File: src/rtl/fetch_prefetch_buffer_if.sv
// Memory fetch bus and decoder handshake bundle for the prefetch buffer.
// master = prefetch buffer; slave = instruction memory plus decoder side.
interface fetch_prefetch_buffer_if;
   logic        iMemReq;
   logic [31:0] iMemAddr;
   logic        iMemGnt;
   logic        iMemRvalid;
   logic [31:0] iMemRdata;
   logic        instValid;
   logic [31:0] instruction;
   logic [31:0] instPC;
   logic        instReady;

   modport master (
      output iMemReq, iMemAddr, instValid, instruction, instPC,
      input  iMemGnt, iMemRvalid, iMemRdata, instReady
   );

   modport slave (
      input  iMemReq, iMemAddr, instValid, instruction, instPC,
      output iMemGnt, iMemRvalid, iMemRdata, instReady
   );
endinterface

File: src/rtl/fetch_prefetch_buffer.sv
// Instruction prefetch buffer: sequential word fetch, in-order FIFO, redirect.
// Ports: clk, rst (sync, active-high), redirectValid/redirectPC, fetchStall,
//   bus (master: iMem req/gnt/rvalid bus + decoder valid/ready), occupancy.
// Optional macro FETCH_BYPASS_EN: same-cycle path from iMemRdata when empty.
module fetch_prefetch_buffer #(
   parameter int          DEPTH    = 4,
   parameter logic [31:0] RESET_PC = 32'h0000_0000
) (
   input  logic                   clk,
   input  logic                   rst,
   input  logic                   redirectValid,
   input  logic [31:0]            redirectPC,
   input  logic                   fetchStall,
   fetch_prefetch_buffer_if.master bus,
   output logic [$clog2(DEPTH):0] occupancy
);

   localparam int AW = $clog2(DEPTH);
   localparam int CW = AW + 1;

   typedef enum logic {FETCH, DRAIN} state_t;

   state_t        state;
   logic [31:0]   fetch_pc;
   logic [31:0]   resp_pc;
   logic [CW-1:0] count;
   logic [CW-1:0] outstanding;
   logic [CW-1:0] drop_cnt;
   logic [AW-1:0] head;
   logic [AW-1:0] tail;
   logic [31:0]   data_mem [DEPTH];
   logic [31:0]   pc_mem   [DEPTH];
   logic [31:0]   hold_data;
   logic [31:0]   hold_pc;

   logic          in_fetch;
   logic [CW:0]   credit;
   logic          req;
   logic          issue;
   logic          empty;
   logic          byp;
   logic          pop_fifo;
   logic          push;
   logic [CW-1:0] drop_next;
   logic [31:0]   cur_data;
   logic [31:0]   cur_pc;

   assign in_fetch = (state == FETCH);
   assign credit   = {1'b0, count} + {1'b0, outstanding};
   // Each issued request owns a FIFO slot, so pushes never overflow.
   assign req      = in_fetch && !fetchStall && !redirectValid
                     && (credit < (CW+1)'(DEPTH));
   assign issue    = req && bus.iMemGnt;
   assign empty    = (count == '0);

`ifdef FETCH_BYPASS_EN
   assign byp = empty && in_fetch && !redirectValid && bus.iMemRvalid;
`else
   assign byp = 1'b0;
`endif

   assign pop_fifo = !empty && bus.instReady && !redirectValid;
   // A bypassed word taken by the decoder is never written.
   assign push     = bus.iMemRvalid && in_fetch && !redirectValid
                     && !(byp && bus.instReady);
   // Only one of the two terms is non-zero (outstanding in FETCH, dropCnt in DRAIN).
   assign drop_next = outstanding + drop_cnt - CW'(bus.iMemRvalid);

   always_comb begin
      cur_data = hold_data;
      cur_pc   = hold_pc;
      if (!empty) begin
         cur_data = data_mem[head];
         cur_pc   = pc_mem[head];
      end else if (byp) begin
         cur_data = bus.iMemRdata;
         cur_pc   = resp_pc;
      end
   end

   assign bus.iMemReq     = !rst && req;
   assign bus.iMemAddr    = fetch_pc;
   assign bus.instValid   = !rst && (!empty || byp);
   assign bus.instruction = rst ? 32'h0 : cur_data;
   assign bus.instPC      = rst ? 32'h0 : cur_pc;
   assign occupancy       = rst ? '0 : count;

   always_ff @(posedge clk) begin
      if (push) begin
         data_mem[tail] <= bus.iMemRdata;
         pc_mem[tail]   <= resp_pc;
      end
   end

   always_ff @(posedge clk) begin
      if (rst) begin
         state       <= FETCH;
         fetch_pc    <= RESET_PC;
         resp_pc     <= RESET_PC;
         count       <= '0;
         outstanding <= '0;
         drop_cnt    <= '0;
         head        <= '0;
         tail        <= '0;
         hold_data   <= 32'h0;
         hold_pc     <= 32'h0;
      end else begin
         // Keeps the last shown word on the outputs once the FIFO drains.
         hold_data <= cur_data;
         hold_pc   <= cur_pc;
         if (redirectValid) begin
            fetch_pc    <= {redirectPC[31:2], 2'b00};
            resp_pc     <= {redirectPC[31:2], 2'b00};
            count       <= '0;
            head        <= '0;
            tail        <= '0;
            outstanding <= '0;
            drop_cnt    <= drop_next;
            state       <= (drop_next != '0) ? DRAIN : FETCH;
         end else begin
            if (issue)
               fetch_pc <= fetch_pc + 32'd4;
            unique case (state)
               FETCH: begin
                  outstanding <= outstanding + CW'(issue)
                                 - CW'(bus.iMemRvalid);
                  if (bus.iMemRvalid)
                     resp_pc <= resp_pc + 32'd4;
               end
               DRAIN: begin
                  if (bus.iMemRvalid)
                     drop_cnt <= drop_cnt - 1'b1;
                  if (drop_next == '0)
                     state <= FETCH;
               end
               default: state <= FETCH;
            endcase
            if (push)
               tail <= tail + 1'b1;
            if (pop_fifo)
               head <= head + 1'b1;
            count <= count + CW'(push) - CW'(pop_fifo);
         end
      end
   end

endmodule

File: src/flat_wrapper.sv
// flat-port wrapper written by rule: the top's interface ports become plain ports
module fetch_prefetch_buffer_flat 
#(
   parameter int          DEPTH    = 4,
   parameter logic [31:0] RESET_PC = 32'h0000_0000
)
  (clk, rst, redirectValid, redirectPC, fetchStall, occupancy, bus_iMemReq, bus_iMemAddr, bus_instValid, bus_instruction, bus_instPC, bus_iMemGnt, bus_iMemRvalid, bus_iMemRdata, bus_instReady);
  fetch_prefetch_buffer_if bus_i ();
  input  logic clk;
  input  logic rst;
  input  logic redirectValid;
  input  logic [31:0] redirectPC;
  input  logic fetchStall;
  output logic [$clog2(DEPTH):0] occupancy;
  output wire logic [$bits(bus_i.iMemReq)-1:0] bus_iMemReq;
  output wire logic [$bits(bus_i.iMemAddr)-1:0] bus_iMemAddr;
  output wire logic [$bits(bus_i.instValid)-1:0] bus_instValid;
  output wire logic [$bits(bus_i.instruction)-1:0] bus_instruction;
  output wire logic [$bits(bus_i.instPC)-1:0] bus_instPC;
  input wire logic [$bits(bus_i.iMemGnt)-1:0] bus_iMemGnt;
  input wire logic [$bits(bus_i.iMemRvalid)-1:0] bus_iMemRvalid;
  input wire logic [$bits(bus_i.iMemRdata)-1:0] bus_iMemRdata;
  input wire logic [$bits(bus_i.instReady)-1:0] bus_instReady;
  assign bus_iMemReq = bus_i.iMemReq;
  assign bus_iMemAddr = bus_i.iMemAddr;
  assign bus_instValid = bus_i.instValid;
  assign bus_instruction = bus_i.instruction;
  assign bus_instPC = bus_i.instPC;
  assign bus_i.iMemGnt = bus_iMemGnt;
  assign bus_i.iMemRvalid = bus_iMemRvalid;
  assign bus_i.iMemRdata = bus_iMemRdata;
  assign bus_i.instReady = bus_instReady;
  fetch_prefetch_buffer #(.DEPTH(DEPTH), .RESET_PC(RESET_PC)) u_core (.clk(clk), .rst(rst), .redirectValid(redirectValid), .redirectPC(redirectPC), .fetchStall(fetchStall), .bus(bus_i), .occupancy(occupancy));
endmodule
File: config.mk
export PLATFORM = sky130hd
export DESIGN_NAME = fetch_prefetch_buffer_flat
export DESIGN_NICKNAME = d
export VERILOG_FILES = /design/src/rtl/fetch_prefetch_buffer_if.sv /design/src/rtl/fetch_prefetch_buffer.sv /design/src/flat_wrapper.sv
export SDC_FILE = /design/constraint.sdc
export NUM_CORES = 1
export LEC_CHECK = 0
export BUFFER_PORTS_ARGS = -buffer_cell sky130_fd_sc_hd__buf_2
export CAP_MARGIN = 25
export CORE_AREA = 2 2 188 190
export CTS_CLUSTER_DIAMETER = 30
export DETAILED_ROUTE_END_ITERATION = 10
export DIE_AREA = 0 0 190 192
export PLACE_DENSITY = 0.75
export SLEW_MARGIN = 30
export SYNTH_ARGS = -nofsm -noshare
export SYNTH_HDL_FRONTEND = slang
export SYNTH_SLANG_ARGS = --single-unit
File: constraint.sdc
create_clock -name clk -period 5.8 [get_ports clk]
set_input_delay 0 -clock clk [delete_from_list [all_inputs] [get_ports clk]]
set_output_delay 0 -clock clk [all_outputs]
set_load 0.03 [all_outputs]
==> summary.md <==
| Metric | Value |
|---|---|
| DRC | `0` |
| Final hold vios | `0` |
| CTS buffer count | `78` |
| Clock share of power | `55.6%` |
| Synth top area cells | `edfxtp_1 (49%), dfxtp_1 (18%), mux4_2 (9.1%)` |
| Overall routing resource usage | `19.83%` |
| RSZ-0062 raised after global routing | `no` |
| Flops & latches, synth | `388` |
| Chip Width | `190 um` |
| CTS root buf | `clkbuf_16` |
| Asr flop ratio synth | `0%` |
| CTS sink cnt | `388` |
| Row count | `68` |
| Total chip power | `8.241 mW` |
| Initial Utilization | `44.69%` |
| Layout Utilization | `58.93%` |
| CTS tree | `yes` |
| NetSw | `1.886 mW` |
| Post-synth EDFFs | `248` |
| Drt first pass iters | `5` |
| DRT antenna net count | `0` |
| Clk_lat worst skew | `0.57 ns` |
| Final Critical Period | `3.369 ns` |
| Initial antenna violation count | `0` |
| 1st-iter DRT viols | `623` |
| CP endpoint kind | `register` |
| Avg Cell Area, Syn | `13.83 um^2` |
| Setup_tns | `0 ns` |
| Post-synth top area share | `48.60%` |
| Hold WC Path Type | `in2reg` |
| Cell depth of the worst flop-to-flop path | `8` |
| Post-cts repair resize count | `0` |
| Slew at the pin with the worst max-slew slack | `0.9854 ns` |
| Layout cell share with drive strength beyond 1 | `27.10%` |
| CP endpoint | `u_core.bus.iMemAddr[19]` |
| Vias/cell | `5.317` |
| Mean routed wirelength per cell | `18.74 um` |
| Post-DP HPWL | `19480 um` |
| CP Launch Type | `register` |
| Non-filler instance count after layout | `1905` |
| Setup Buffers After CTS | `0` |
| Logic gate share of total power | `6.3%` |
| Critical Path Start | `u_core.count[1]` |
| Most common library cells after synthesis | `edfxtp_1 (248), nand2_1 (156), dfxtp_1 (140), a21oi_1 (86), mux4_2 (62)` |
| Final setup fails | `0` |
| Placed insts | `1677` |
| Slew Viols, Final | `0` |
| First-pass GRT wire length | `56120 um` |
| Post-synthesis cell area | `15320 um^2` |
| Final Wtd Congestion | `0.8857` |
| Nets | `1474` |
| Boundary Pins | `172` |
| Worst VDD drop | `0.2315 mV` |
| Clock Path Buffers | `3` |
| Pleak | `7.240 nW` |
| Die height | `192 um` |
| Tcrit/Tclk final | `58.08%` |
| Int Power | `6.355 mW` |
| Area Growth Syn to Fin | `31.85%` |
| H-tree lvl count | `3` |
| Status | `finished, final reports clean` |
| Number of distinct library cells after synthesis | `54` |
| Port Buf Inserts | `167` |
| Setup WS pre-CTS | `2.781 ns` |
| Post-Synthesis Cells | `1108` |
| Final setup skew | `0.01243 ns` |
| R2r endpoint | `u_core.bus.iMemAddr[19]` |
| Yosys warns | `0` |
| Grt ovf | `0` |
| Hold_buf cts | `79` |
| WP data arrival | `3.88 ns` |
| Core area | `34290 um^2` |
| Cell Pwr Density | `407.9 nW/um^2` |
| Critical Path RT | `6.31 ns` |
| Pin count of the biggest net entering global routing | `76` |
| Sw frac | `22.89%` |
| Die area | `36480 um^2` |
| Sequential area share after synthesis | `66.88%` |
| Final WL | `35690 um` |
| Vias in the first global route | `10468` |
| Slew HR | `34.31%` |
| Reg2reg setup slack | `2.43 ns` |
| Synth area leader | `edfxtp_1` |
| Worst Path Max Fanout | `12` |
| Final worst setup slack | `2.431 ns` |
| R2R Path Start | `u_core.count[1]` |
| Sequential power share | `38.0%` |
| Fmax | `0.2968 GHz` |
| Max-cap check violation count | `0` |
| # diodes | `0` |
| Main flop type after synthesis | `edfxtp_1` |
| WS Path Type | `reg2reg` |
| Vias | `10129` |
| Cell with the most instances after synthesis | `edfxtp_1` |
| Reg clk slew, reported paths | `0.05 ns` |
==> sequential cells by signal, indices dropped and copies added (netlist names), named ones only <==
name                 flops
u_core.bus.iMemAddr     30
u_core.pc_mem          120
u_core.hold_pc          32
u_core.data_mem        128
u_core.state             1
u_core.drop_cnt          3
u_core.outstanding       3
u_core.tail              2
u_core.count             3
u_core.head              2
u_core.hold_data        32
u_core.resp_pc          30
==> final cells by class <==
type	count	area (um^2)
Fill cell	2590	14080
Multi-Input combinational cell	640	4788
Inverter	20	75.07
Clock inverter	50	629.4
Sequential cell	388	10260
Timing Repair Buffer	257	1769
Clock buffer	95	2117
Tap cell	455	569.3
==> stage by stage <==
| step | hold WS, ns | instance area [um^2] |
|---|---|---|
| final | 0.1595 | 20210 |
| after global routing | 0.1769 | 20210 |
| after CTS | 0.1322 | 20110 |
| after detailed placement | 0.2214 | 16570 |
| after global placement | 0.2120 | 16570 |
| after floorplan | 0.09887 | 15330 |
==> cell usage in the layout, fill, tap and decap left out, drive strengths merged, types with 3 or more instances in the layout <==
cell / count
mux4: 62
xnor2: 22
o21ai: 13
xor2: 25
and4: 9
nand4: 27
a32oi: 3
a21oi: 86
inv: 24
nand2: 156
o21a: 10
a31oi: 16
clkinvlp: 8
edfxtp: 248
or2: 3
and2: 5
dfxtp: 140
or4: 4
dlygate4sd3: 79
buf: 178
clkbuf: 95
o31ai: 3
ha: 15
nor2: 52
mux2i: 4
nor4: 10
nand3: 33
and3: 15
a21boi: 16
a211oi: 15
nor3: 10
or3: 5
bufinv: 11
fa: 3
clkinv: 27
==> how the worst min path moves through the flow <==
stage	slack [ns]	cells past startpoint	startpoint	end
5_1_grt	0.18	2	bus_iMemRdata[11]	u_core.data_mem[2][11]
2_1_floorplan	0.1	0	bus_iMemRdata[0]	u_core.data_mem[0][0]
3_5_place_dp	0.22	1	bus_iMemRdata[0]	u_core.data_mem[3][0]
3_3_place_gp	0.21	1	bus_iMemRdata[28]	u_core.data_mem[0][28]
4_1_cts	0.13	3	bus_iMemGnt	u_core.bus.iMemAddr[27]
6_report	0.16	3	bus_iMemGnt	u_core.bus.iMemAddr[27]
==> layer usage <==
| metal | share of wire (%) | GRT usage [%] | wire, um |
|---|---|---|---|
| met1 | 43 | 26.05 | 15520 |
| met2 | 48 | 32.43 | 17010 |
| met3 | 6.9 | 4.495 | 2455 |
| met4 | 2.0 | 7.156 | 704 |
| met5 | 0 | 0 | 0 |
==> logic make-up (layout without fill, tap and decap cells) <==
group | Yosys count | after routing | synth area share, %
adder cells (fa/ha/maj) | 18 | 18 | 1.617
AND/OR/NAND/NOR | 336 | 336 | 10.52
buffers and inverters | 81 | 422 | 2.106
other | 1 | 2 | 0.02447
XOR/XNOR | 47 | 47 | 2.686
flip-flops | 388 | 388 | 66.88
multiplexers | 67 | 67 | 9.446
AO/OA/AOI/OAI | 170 | 170 | 6.711
==> power by group through the flow <==
| stage | sequential [mW] | clock, mW | combinational [mW] |
|---|---|---|---|
| after floorplan | 3.18 | 0 | 0.308 |
| after global placement | 3.18 | 0 | 0.464 |
| after detailed placement | 3.18 | 0 | 0.474 |
| after CTS | 3.13 | 4.65 | 0.519 |
| after global routing | 3.14 | 4.80 | 0.570 |
| final | 3.14 | 4.58 | 0.522 |
==> worst max-delay path: stages, from the launching register on <==
cell,delay [ns]
dfxtp_1,0.35
ha_1,0.29
nand3_1,0.18
nand4_1,0.47
clkinv_1,0.41
nor2_1,0.67
o21ai_0,0.19
a31oi_1,0.17
dlygate4sd3_1,0.56
Power figures use the tool's default switching activity.
